[config.mk]
export PLATFORM = sky130hd
export DESIGN_NAME = load_store_unit
export DESIGN_NICKNAME = d
export VERILOG_FILES = /design/src/rtl/load_store_unit.sv
export SDC_FILE = /design/constraint.sdc
export NUM_CORES = 1
export LEC_CHECK = 0
export BUFFER_PORTS_ARGS = -buffer_cell sky130_fd_sc_hd__buf_2
export CAP_MARGIN = 15
export CORE_ASPECT_RATIO = 1.75
export CORE_UTILIZATION = 42
export DETAILED_ROUTE_END_ITERATION = 7
export PLACE_DENSITY_LB_ADDON = 0.1
export SLEW_MARGIN = 20
export SYNTH_ARGS = -nofsm -noshare
export SYNTH_HDL_FRONTEND = slang
export SYNTH_SLANG_ARGS = --single-unit
[constraint.sdc]
create_clock -name clk -period 2.35 [get_ports clk]
set_clock_uncertainty 0.05 [all_clocks]
set_input_delay 0.47 -clock clk [delete_from_list [all_inputs] [get_ports clk]]
set_output_delay 0.47 -clock clk [all_outputs]
set_load 0.005 [all_outputs]
[src/rtl/load_store_unit.sv]
// Load/store unit in front of a word-addressed data memory: byte/half/word
// accesses, sign/zero-extended loads, and read-modify-write for sub-word stores.
module load_store_unit #(
  parameter int ADDR_W = 9
) (
  input  logic              clk,
  input  logic              rst_n,
  input  logic              req_valid,
  output logic              req_ready,
  input  logic              req_we,
  input  logic [1:0]        req_size,
  input  logic              req_unsigned,
  input  logic [ADDR_W-1:0] req_addr,
  input  logic [31:0]       req_wdata,
  output logic              resp_valid,
  output logic [31:0]       resp_rdata,
  output logic              misalign_err,
  output logic              mem_read,
  output logic              mem_write,
  output logic [ADDR_W-1:0] mem_addr,
  output logic [31:0]       mem_wdata,
  input  logic [31:0]       mem_rdata
);

  typedef enum logic [2:0] {IDLE, RD, RMW_RD, WR, RESP} state_t;

  state_t      st, nxt;
  logic [1:0]  lat_size;
  logic [1:0]  lat_lane;
  logic        lat_uns;
  logic [15:0] lat_wdata;
  logic        req_mis;

  function automatic logic misaligned(input logic [1:0] size, input logic [1:0] lane);
    logic bad;
    bad = 1'b0;
    case (size)
      2'b01:   bad = lane[0];
      2'b10:   bad = (lane != 2'b00);
      2'b11:   bad = 1'b1;
      default: bad = 1'b0;
    endcase
    return bad;
  endfunction

  // Shift the addressed lane down to bit 0, then extend to a full word.
  function automatic logic [31:0] load_extend(input logic [31:0] w, input logic [1:0] size,
                                              input logic [1:0] lane, input logic uns);
    logic [31:0] sh;
    logic [31:0] r;
    sh = w >> {lane, 3'b000};
    r  = w;
    case (size)
      2'b00:   r = uns ? {24'h0, sh[7:0]}  : {{24{sh[7]}}, sh[7:0]};
      2'b01:   r = uns ? {16'h0, sh[15:0]} : {{16{sh[15]}}, sh[15:0]};
      default: r = w;
    endcase
    return r;
  endfunction

  function automatic logic [31:0] store_merge(input logic [31:0] w, input logic [15:0] wd,
                                              input logic [1:0] size, input logic [1:0] lane);
    logic [31:0] m;
    logic [31:0] d;
    m = ((size == 2'b00) ? 32'h0000_00FF : 32'h0000_FFFF) << {lane, 3'b000};
    d = {16'h0, wd} << {lane, 3'b000};
    return (w & ~m) | (d & m);
  endfunction

  assign req_mis = misaligned(req_size, req_addr[1:0]);

  always_comb begin
    nxt = st;
    case (st)
      IDLE: begin
        if (req_valid) begin
          if (req_mis)                nxt = RESP;
          else if (!req_we)           nxt = RD;
          else if (req_size == 2'b10) nxt = WR;
          else                        nxt = RMW_RD;
        end
      end
      RD:      nxt = RESP;
      RMW_RD:  nxt = WR;
      WR:      nxt = RESP;
      RESP:    nxt = IDLE;
      default: nxt = IDLE;
    endcase
  end

  // Every memory-facing output is a flop decoded from the next state, so the
  // level-sensitive memory never sees a combinational glitch from req_*.
  always_ff @(posedge clk or negedge rst_n) begin
    if (!rst_n) begin
      st           <= IDLE;
      req_ready    <= 1'b1;
      resp_valid   <= 1'b0;
      misalign_err <= 1'b0;
      mem_read     <= 1'b0;
      mem_write    <= 1'b0;
      mem_addr     <= '0;
      mem_wdata    <= '0;
      resp_rdata   <= '0;
      lat_size     <= '0;
      lat_lane     <= '0;
      lat_uns      <= 1'b0;
      lat_wdata    <= '0;
    end else begin
      st           <= nxt;
      req_ready    <= (nxt == IDLE);
      resp_valid   <= (nxt == RESP);
      misalign_err <= (st == IDLE) && req_valid && req_mis;
      mem_read     <= (nxt == RD) || (nxt == RMW_RD);
      mem_write    <= (nxt == WR);
      case (st)
        IDLE: begin
          if (req_valid) begin
            lat_size  <= req_size;
            lat_lane  <= req_addr[1:0];
            lat_uns   <= req_unsigned;
            lat_wdata <= req_wdata[15:0];
            mem_addr  <= {req_addr[ADDR_W-1:2], 2'b00};
            if (req_we && !req_mis && req_size == 2'b10) mem_wdata <= req_wdata;
          end
        end
        RD:      resp_rdata <= load_extend(mem_rdata, lat_size, lat_lane, lat_uns);
        RMW_RD:  mem_wdata  <= store_merge(mem_rdata, lat_wdata, lat_size, lat_lane);
        default: ;
      endcase
    end
  end

endmodule

Word-level counts from Yosys, hierarchy flattened
Cells that the tools add are included.
- bits in registers: 100
- input port bits: 80
- output and inout bits: 78
- word-level logic and storage cells: 60
- equal/unequal tests: 13
- shift operators: 3
- mux-type cells: 13
- bitwise gates (word level): 4
- reduce and logical (&&, ||, !) cells: 14
- operator list (cell ; count):
    $mux 32 ; 4
    $pmux 32 s2 ; 2
    $and 32x32->32 ; 2
    $shl 16x5->32 ; 2
    $not 32->32 ; 1
    $or 32x32->32 ; 1
    $shr 32x5->16 ; 1
    $mux 16 ; 1
    $eq 3x2->1 const B ; 4
    $pmux 3 s3 ; 1
    $eq 3x1->1 const B ; 2
    $logic_not 3->1 ; 2
    $mux 3 ; 2
    $eq 2x1->1 const B ; 2
    $eq 2x2->1 const B ; 2
    $logic_and 1x1->1 ; 4
    $reduce_bool 2->1 ; 2
    $eq 3x3->1 const B ; 1
    $pmux 1 s3 ; 1
    $reduce_and 3->1 ; 1
    $logic_not 2->1 ; 1
    $mux 2 ; 1
    $ne 2x1->1 const B ; 1
    $ne 2x2->1 const B ; 1
    other kinds (5) ; 5

Depth between registers and ports, before layout
Gate-level depths: netlist of run 1.
- depth after elaboration: 8
- depth in mapped cells: 7
- gate-level depth less buffers: 4

Least setup slack after synthesis of run 1
OpenSTA, ideal clock, no wires.
- path type: register -> register
- start: register st[2]
- end: register lat_lane[0]
- setup time: 0.117 ns
- data arrival time: 1.514 ns
- required time: 2.183 ns
- path slack: 0.670 ns
- cell stages (with the launch flop): 7
- buffers on the path: 3
- period minus slack after synthesis: 1.680 ns
- cell sequence: dfrtp_1 -> buf_2 -> or4b_1 -> buf_2 -> buf_2 -> nand2_1 -> nand2_1
- word-level cells in the longest chain between the ends: 2
- RTL lines (item ; RTL line ; text):
    from (decl) ; 27 ; state_t st, nxt;
    from (signal assigned) ; 109 ; st <= nxt;
    $logic_not 3->1 ; 115 ; case (st)
    $reduce_and 2->1 (no line) ; n/a ;
    to (signal assigned) ; 119 ; lat_lane <= req_addr[1:0];
    to (decl) ; 29 ; logic [1:0] lat_lane;
Every way passes these cells.
A chain may end at the register's enable or synchronous reset.

Worst setup path after layout of run 1
- start: register st[2]
- end: register mem_wdata[15]
- word-level cells in the longest chain between the ends: 3
- elaborated cells between the ends (all ways): 7
- those cells by class: eq/ne: 3; mux: 1; reduce/logical: 3
- RTL lines (item ; RTL line ; text):
    $logic_not 3->1 or $eq 3x2->1 (tied branches) ; 115 ;
    $ne 2x1->1 (no line), or another cell as far along ; n/a ;
    $reduce_and 3->1 (no line) ; n/a ;
    to (signal assigned) ; 123 ; if (req_we && !req_mis && req_size == 2'b10) mem_wdata <= req_wdata;
    to (signal assigned) ; 127 ; RMW_RD: mem_wdata <= store_merge(mem_rdata, lat_wdata, lat_size, lat_lane);
    to (decl) ; 21 ; output logic [31:0] mem_wdata,
Several ways; a longest one is shown, not always the timed one.

==> results of run 1 <==
-- worst max-delay path, stage by stage, from the launching register on --
cell     delay, ns
dfrtp_1       0.52
nor4b_4       0.50
nand3_1       0.12
buf_4         0.28
o22a_1        0.24
o21a_1        0.10
-- power groups by stage --
stage | sequential [mW] | clock (mW) | combinational (mW)
3_3_place_gp | 3.25 | 0 | 4.32
3_5_place_dp | 3.27 | 0 | 4.38
6_report | 3.24 | 1.74 | 4.37
2_1_floorplan | 3.09 | 0 | 2.88
4_1_cts | 3.25 | 1.77 | 4.40
5_1_grt | 3.34 | 1.84 | 4.83
-- worst max path at each step --
stage / start / end / slack [ns] / cells past startpoint
4_1_cts: st[2] / mem_wdata[15] / 0.42 / 5
3_5_place_dp: st[2] / mem_wdata[15] / 0.43 / 5
3_3_place_gp: lat_lane[1] / resp_rdata[5] / 0.47 / 6
5_1_grt: lat_lane[1] / resp_rdata[5] / 0.24 / 6
2_1_floorplan: st[2] / lat_lane[0] / 0.67 / 6
6_report: st[2] / mem_wdata[15] / 0.43 / 5
-- cells in the mapped netlist (2+ instances only) --
cell,number,area (um2)
a221oi_1,2,17.5
a31oi_1,7,43.8
a21oi_2,18,158
and3_1,3,18.8
buf_2,18,90.1
buf_1,2,7.51
nor3_2,2,20.0
nand2_1,127,477
o2bb2ai_1,2,17.5
dfrtp_1,99,2480
mux2_2,15,169
nand2b_1,16,100
a211oi_1,5,37.5
nand3_2,10,100
o21ai_0,29,145
o211ai_1,9,67.6
a22oi_1,7,52.6
buf_6,4,45.0
a21oi_1,5,25.0
buf_4,4,30.0
a222oi_1,5,50.1
o22ai_1,21,131
nor2b_1,4,25.0
nor3b_2,2,25.0
mux2i_1,27,270
inv_1,7,26.3
a211oi_2,2,25.0
o31ai_1,2,15.0
nand3b_1,2,15.0
nand3_1,39,195
clkbuf_1,16,60.1
nor2_1,26,97.6
nor3_1,12,60.1
-- placed cells by master (no fill, tap or decap), drive strengths merged, types with 3 or more instances in the layout --
| master | synthesis | routed |
|---|---|---|
| and3 | 3 | 3 |
| a22oi | 7 | 7 |
| buf | 28 | 178 |
| nand2b | 16 | 16 |
| o211ai | 10 | 10 |
| nor2b | 4 | 4 |
| mux2 | 15 | 15 |
| a21oi | 24 | 24 |
| o22ai | 21 | 21 |
| bufinv | 0 | 3 |
| dfrtp | 99 | 99 |
| nand3 | 49 | 49 |
| mux2i | 27 | 27 |
| nand2 | 127 | 127 |
| nor3 | 14 | 14 |
| a211oi | 7 | 7 |
| a31oi | 7 | 7 |
| clkbuf | 16 | 11 |
| nor2 | 27 | 27 |
| a222oi | 5 | 5 |
| inv | 7 | 8 |
| o21ai | 30 | 30 |
-- sequential cells by signal, indices dropped and copies added, names as in the netlist --
signal,count
st,3
mem_write,1
req_ready,1
resp_rdata,32
lat_size,2
lat_uns,1
lat_lane,2
mem_wdata,32
resp_valid,1
misalign_err,1
mem_read,1
lat_wdata,16
mem_addr,7
-- layout make-up --
type	count	share of cell area
Tap cell	165	0.0313
Sequential cell	100	0.380
Inverter	7	0.00399
Clock buffer	11	0.0368
Clock inverter	5	0.0163
Multi-Input combinational cell	415	0.384
Timing Repair Buffer	178	0.148
-- logic make-up (layout without fill, tap and decap cells) --
family                 after synthesis  in the layout  share of synthesized area
and+or+nand+nor                    250            250                      0.227
other                                1              2                   0.000711
AOI/OAI and AO/OA                  120            120                      0.161
DFF                                100            100                      0.475
muxes                               43             43                     0.0876
buffers and inverters               51            201                     0.0491
-- per-layer routing --
metal,track usage,vias to the layer above,part of all wire
li1,-,2274,-
met1,0.313,2348,0.39
met2,0.447,188,0.50
met3,0.0428,53,0.052
met4,0.155,0,0.057
met5,0,-,0
==> qor.yml, run 1 <==
finish:
  fin_cells: 881
  area_delta_synth_final_pct: 25.0
  regArea_mm2: 0.00250
  fin_util: 0.543
  fill_cells: 1164
  nets: 791
  drive_gt1_frac: 0.349
  postLayoutCellArea_mm2: 0.00659
  multi_input_area_mm2: 0.00253
  diodes: 0
worst_setup_path:
  required_ns: 2.54
  crit_arrival_ns: 2.11
  worst-setup-path-type: "flip-flop to flip-flop"
  r2r_cells: 5
  rr_startpoint: "st[2]"
  r2r-end: "mem_wdata[15]"
  rrSetupSlack_ns: 0.43
  critPathLaunchType: "flip-flop"
  crit_fanout: 32
  end_kind: "flip-flop"
global_routing:
  grt_max_degree: 63
  grt_pass1_vias: 4743
  antenna_found_initial: 0
  grt_pass1_wl_um: 25700
  grt_overflow: 0
  track_usage: 0.264
pwr:
  p_sw_mw: 3.76
  swShare: 0.402
  combPwrFrac: 0.467
  ir_worst_vdd_mv: 0.677
  p_int_mw: 5.58
  power_density_mw_per_mm2: 1420
  leakagePower_nw: 3.22
  seqPwrFrac: 0.347
  power_mw: 9.35
  p_clk_frac: 0.186
timing:
  period_minus_slack_ns: 1.92
  maxSlewHeadroom: 0.515
  worst-slew-pin-transition_ns: 0.725
  fin_crit_sh: 0.818
  timing.final.ws_setup_ns: 0.427
  setup-violations-final: 0
  holdWs_ns: 0.0430
  setup_tns_ns: 0
  hold_viol: 0
  slew_viol_final: 0
  rsz0062_at_grt: "no"
  fmax_ghz: 0.520
floorplan:
  die_height_um: 150
  ios: 158
  die_x_um: 86.7
  start_util: 0.434
  rows: 53
  fp.coreArea_mm2: 0.0121
  dieArea_mm2: 0.0130
route:
  routed_via_density: 5.52
  vias: 4863
  drt-initial-drc-count: 254
  drtAntennaViolNets: 0
  routed_wl_um: 16600
  drtPass1Iterations: 5
  wl_per_cell_um: 18.9
  drt_drc_violations_left: 0
place:
  placed_area_mm2: 0.00624
  place_congestion: 0.871
  place_ws_ns: 0.428
  port_buffers: 155
  place_inst: 865
  dp_hpwl_um: 12800
cts:
  post-cts-setup-buffers: 0
  clk_pin_slew_ns: 0.07
  cts_tree: "built"
  htreeDepth: 3
  ctsResizeCount: 0
  insertion_delay_ns: 0.35
  clock_sink_count: 100
  cts_hold_buf: 0
  clk_root_buffer_cell: "clkbuf_16"
  cts_buffers: 9
  clock_path_buffers: 2
synth:
  async_flop_share: 1.00
  yosysSeqAreaShare: 0.475
  yosys_warnings: 0
  synth_area_per_cell_um2: 9.33
  synth_edf_count: 0
  ys_ff_latch: 100
  netlist_area_mm2: 0.00527
  yosysUniqueCellTypes: 49
  syn-instance-count: 565
  ys.flop_type: "dfrtp_1"
job:
  cap_violations: 0
status:
  status: "complete, no violations"
hold_path:
  min-delay-path-class: "input port to asynchronous set/reset pin"
Note: power is estimated with default switching activity, not from simulation.
==> run 2, diff against run 1 <==
Clock period 2.35 ns to 1.88 ns, I/O delays scaled along.
==> run 2 against run 1 <==
Effect of this change:
- first-iteration DRC count increased by 12%
- sequential power is 25% higher
- via count shrank 0.43%
- final cell count is 1.2% higher
- flip-flop and latch count is the same
- core utilization grew 0.75 points
- non-clock buffer count rose by 12
- combinational power increased by 32%
- routed wire length grew 0.59%
- total power rose by 24%
- largest power group unchanged
==> qor.yml, run 2 (same netlist as run 1, synthesis figures left out) <==
worst_setup_path:
  critPathLaunchType: "flip-flop"
  required_ns: 2.07
  worst-setup-path-type: "flip-flop to flip-flop"
  end_kind: "flip-flop"
  crit_arrival_ns: 1.95
  crit_fanout: 8
  rrSetupSlack_ns: 0.12
place:
  place_congestion: 0.882
  port_buffers: 155
  dp_hpwl_um: 13200
cts:
  post-cts-setup-buffers: 0
  clock_path_buffers: 2
  clk_root_buffer_cell: "clkbuf_16"
  clk_pin_slew_ns: 0.07
  htreeDepth: 3
  insertion_delay_ns: 0.35
  cts_buffers: 9
  cts_tree: "built"
  clock_sink_count: 100
route:
  wl_per_cell_um: 18.8
  drtPass1Iterations: 6
  routed_via_density: 5.43
  drtAntennaViolNets: 0
  drt_drc_violations_left: 0
  routed_wl_um: 16700
  drt-initial-drc-count: 284
  vias: 4842
floorplan:
  ios: 158
  dieArea_mm2: 0.0130
  die_x_um: 86.7
  start_util: 0.434
  rows: 53
  die_height_um: 150
  fp.coreArea_mm2: 0.0121
timing:
  period_minus_slack_ns: 1.76
  fin_crit_sh: 0.936
  rsz0062_at_grt: "no"
  hold_viol: 0
  fmax_ghz: 0.568
  setup_tns_ns: 0
  slew_viol_final: 0
  setup-violations-final: 0
finish:
  fin_util: 0.551
  drive_gt1_frac: 0.365
  final_cell_mix: "buf_2 (154), nand2_1 (127), dfrtp_1 (98)"
  reg.largest.list: "mem_wdata x32, resp_rdata x32, lat_wdata x16"
  area_delta_synth_final_pct: 26.8
  nets: 803
  diodes: 0
  layout_commonest_cell: "buf_2"
pwr:
  leakagePower_nw: 3.26
  power_density_mw_per_mm2: 1730
  ir_worst_vdd_mv: 0.731
global_routing:
  grt_max_degree: 42
  antenna_found_initial: 0
  grt_pass1_vias: 4800
  grt_pass1_wl_um: 26000
  grt_overflow: 0
  track_usage: 0.270
hold_path:
  min-delay-path-class: "input port to flip-flop"
status:
  status: "complete, no violations"
job:
  cap_violations: 0
run 2: power breakdown:
part	switching, mW	internal (mW)	total, mW
Combinational	3.14	2.64	5.78
Clock	0.832	0.931	1.76
Sequential	0.832	3.21	4.04
Total	4.81	6.78	11.6
run 2: final cells by class:
type	instances	area [um2]
clock inverters	5	37.5
inverters	7	26.3
multi-input cells	415	2540
clock buffers	10	239
flip-flops and latches	100	2500
repair buffers	190	1130
fillers	1187	5450
well taps	165	206
run 2: repair_timing:
action | 4_1_cts | 5_1_grt
hold buffers | 1 | 0
gates resized for setup | 0 | 4
hold endpoints to repair | 21 | 0
endpoints found under the setup margin | 0 | 14
run 2: stage by stage:
| stage | setup slack, ns | power, mW | hold WS (ns) | std cells | instance area (um2) |
|---|---|---|---|---|---|
| 2_1_floorplan | 0.200 | 7.45 | 0.0304 | 566 | 5280 |
| 3_3_place_gp | 0.0578 | 9.72 | 0.248 | 876 | 6380 |
| 3_5_place_dp | 0.0550 | 9.85 | 0.248 | 876 | 6380 |
| 4_1_cts | 0.0462 | 11.6 | 0.155 | 892 | 6670 |
| 5_1_grt | 0.0369 | 12.4 | 0.149 | 892 | 6680 |
| 6_report | 0.119 | 11.6 | 0.159 | 892 | 6680 |
run 2: routing by layer:
| layer | routed length [um] | global-route usage | up-vias |
|---|---|---|---|
| met5 | 0 | 0 | - |
| met4 | 648 | 0.130 | 0 |
| met3 | 644 | 0.0477 | 32 |
| met2 | 8830 | 0.474 | 167 |
| met1 | 6630 | 0.314 | 2342 |
| li1 | - | - | 2301 |
run 2: path summary, 6_finish.rpt:
kind / from / to / depth (start not counted)
max in group asynchronous: rst_n / req_ready / 3
worst min-delay path: req_addr[8] / mem_addr[8] / 3
worst max-delay path: lat_size[1] / mem_wdata[23] / 6
worst max register to register: lat_size[1] / mem_wdata[23] / 6
worst min register to register: mem_addr[2] / mem_addr[2] / 2
min in group asynchronous: rst_n / resp_rdata[16] / 2
run 2: critical path, cell delays in order (launching register included):
cell,delay [ns]
dfrtp_1,0.46
o21ai_2,0.13
buf_4,0.19
mux2_2,0.34
o21ai_0,0.26
buf_4,0.17
a21oi_2,0.05
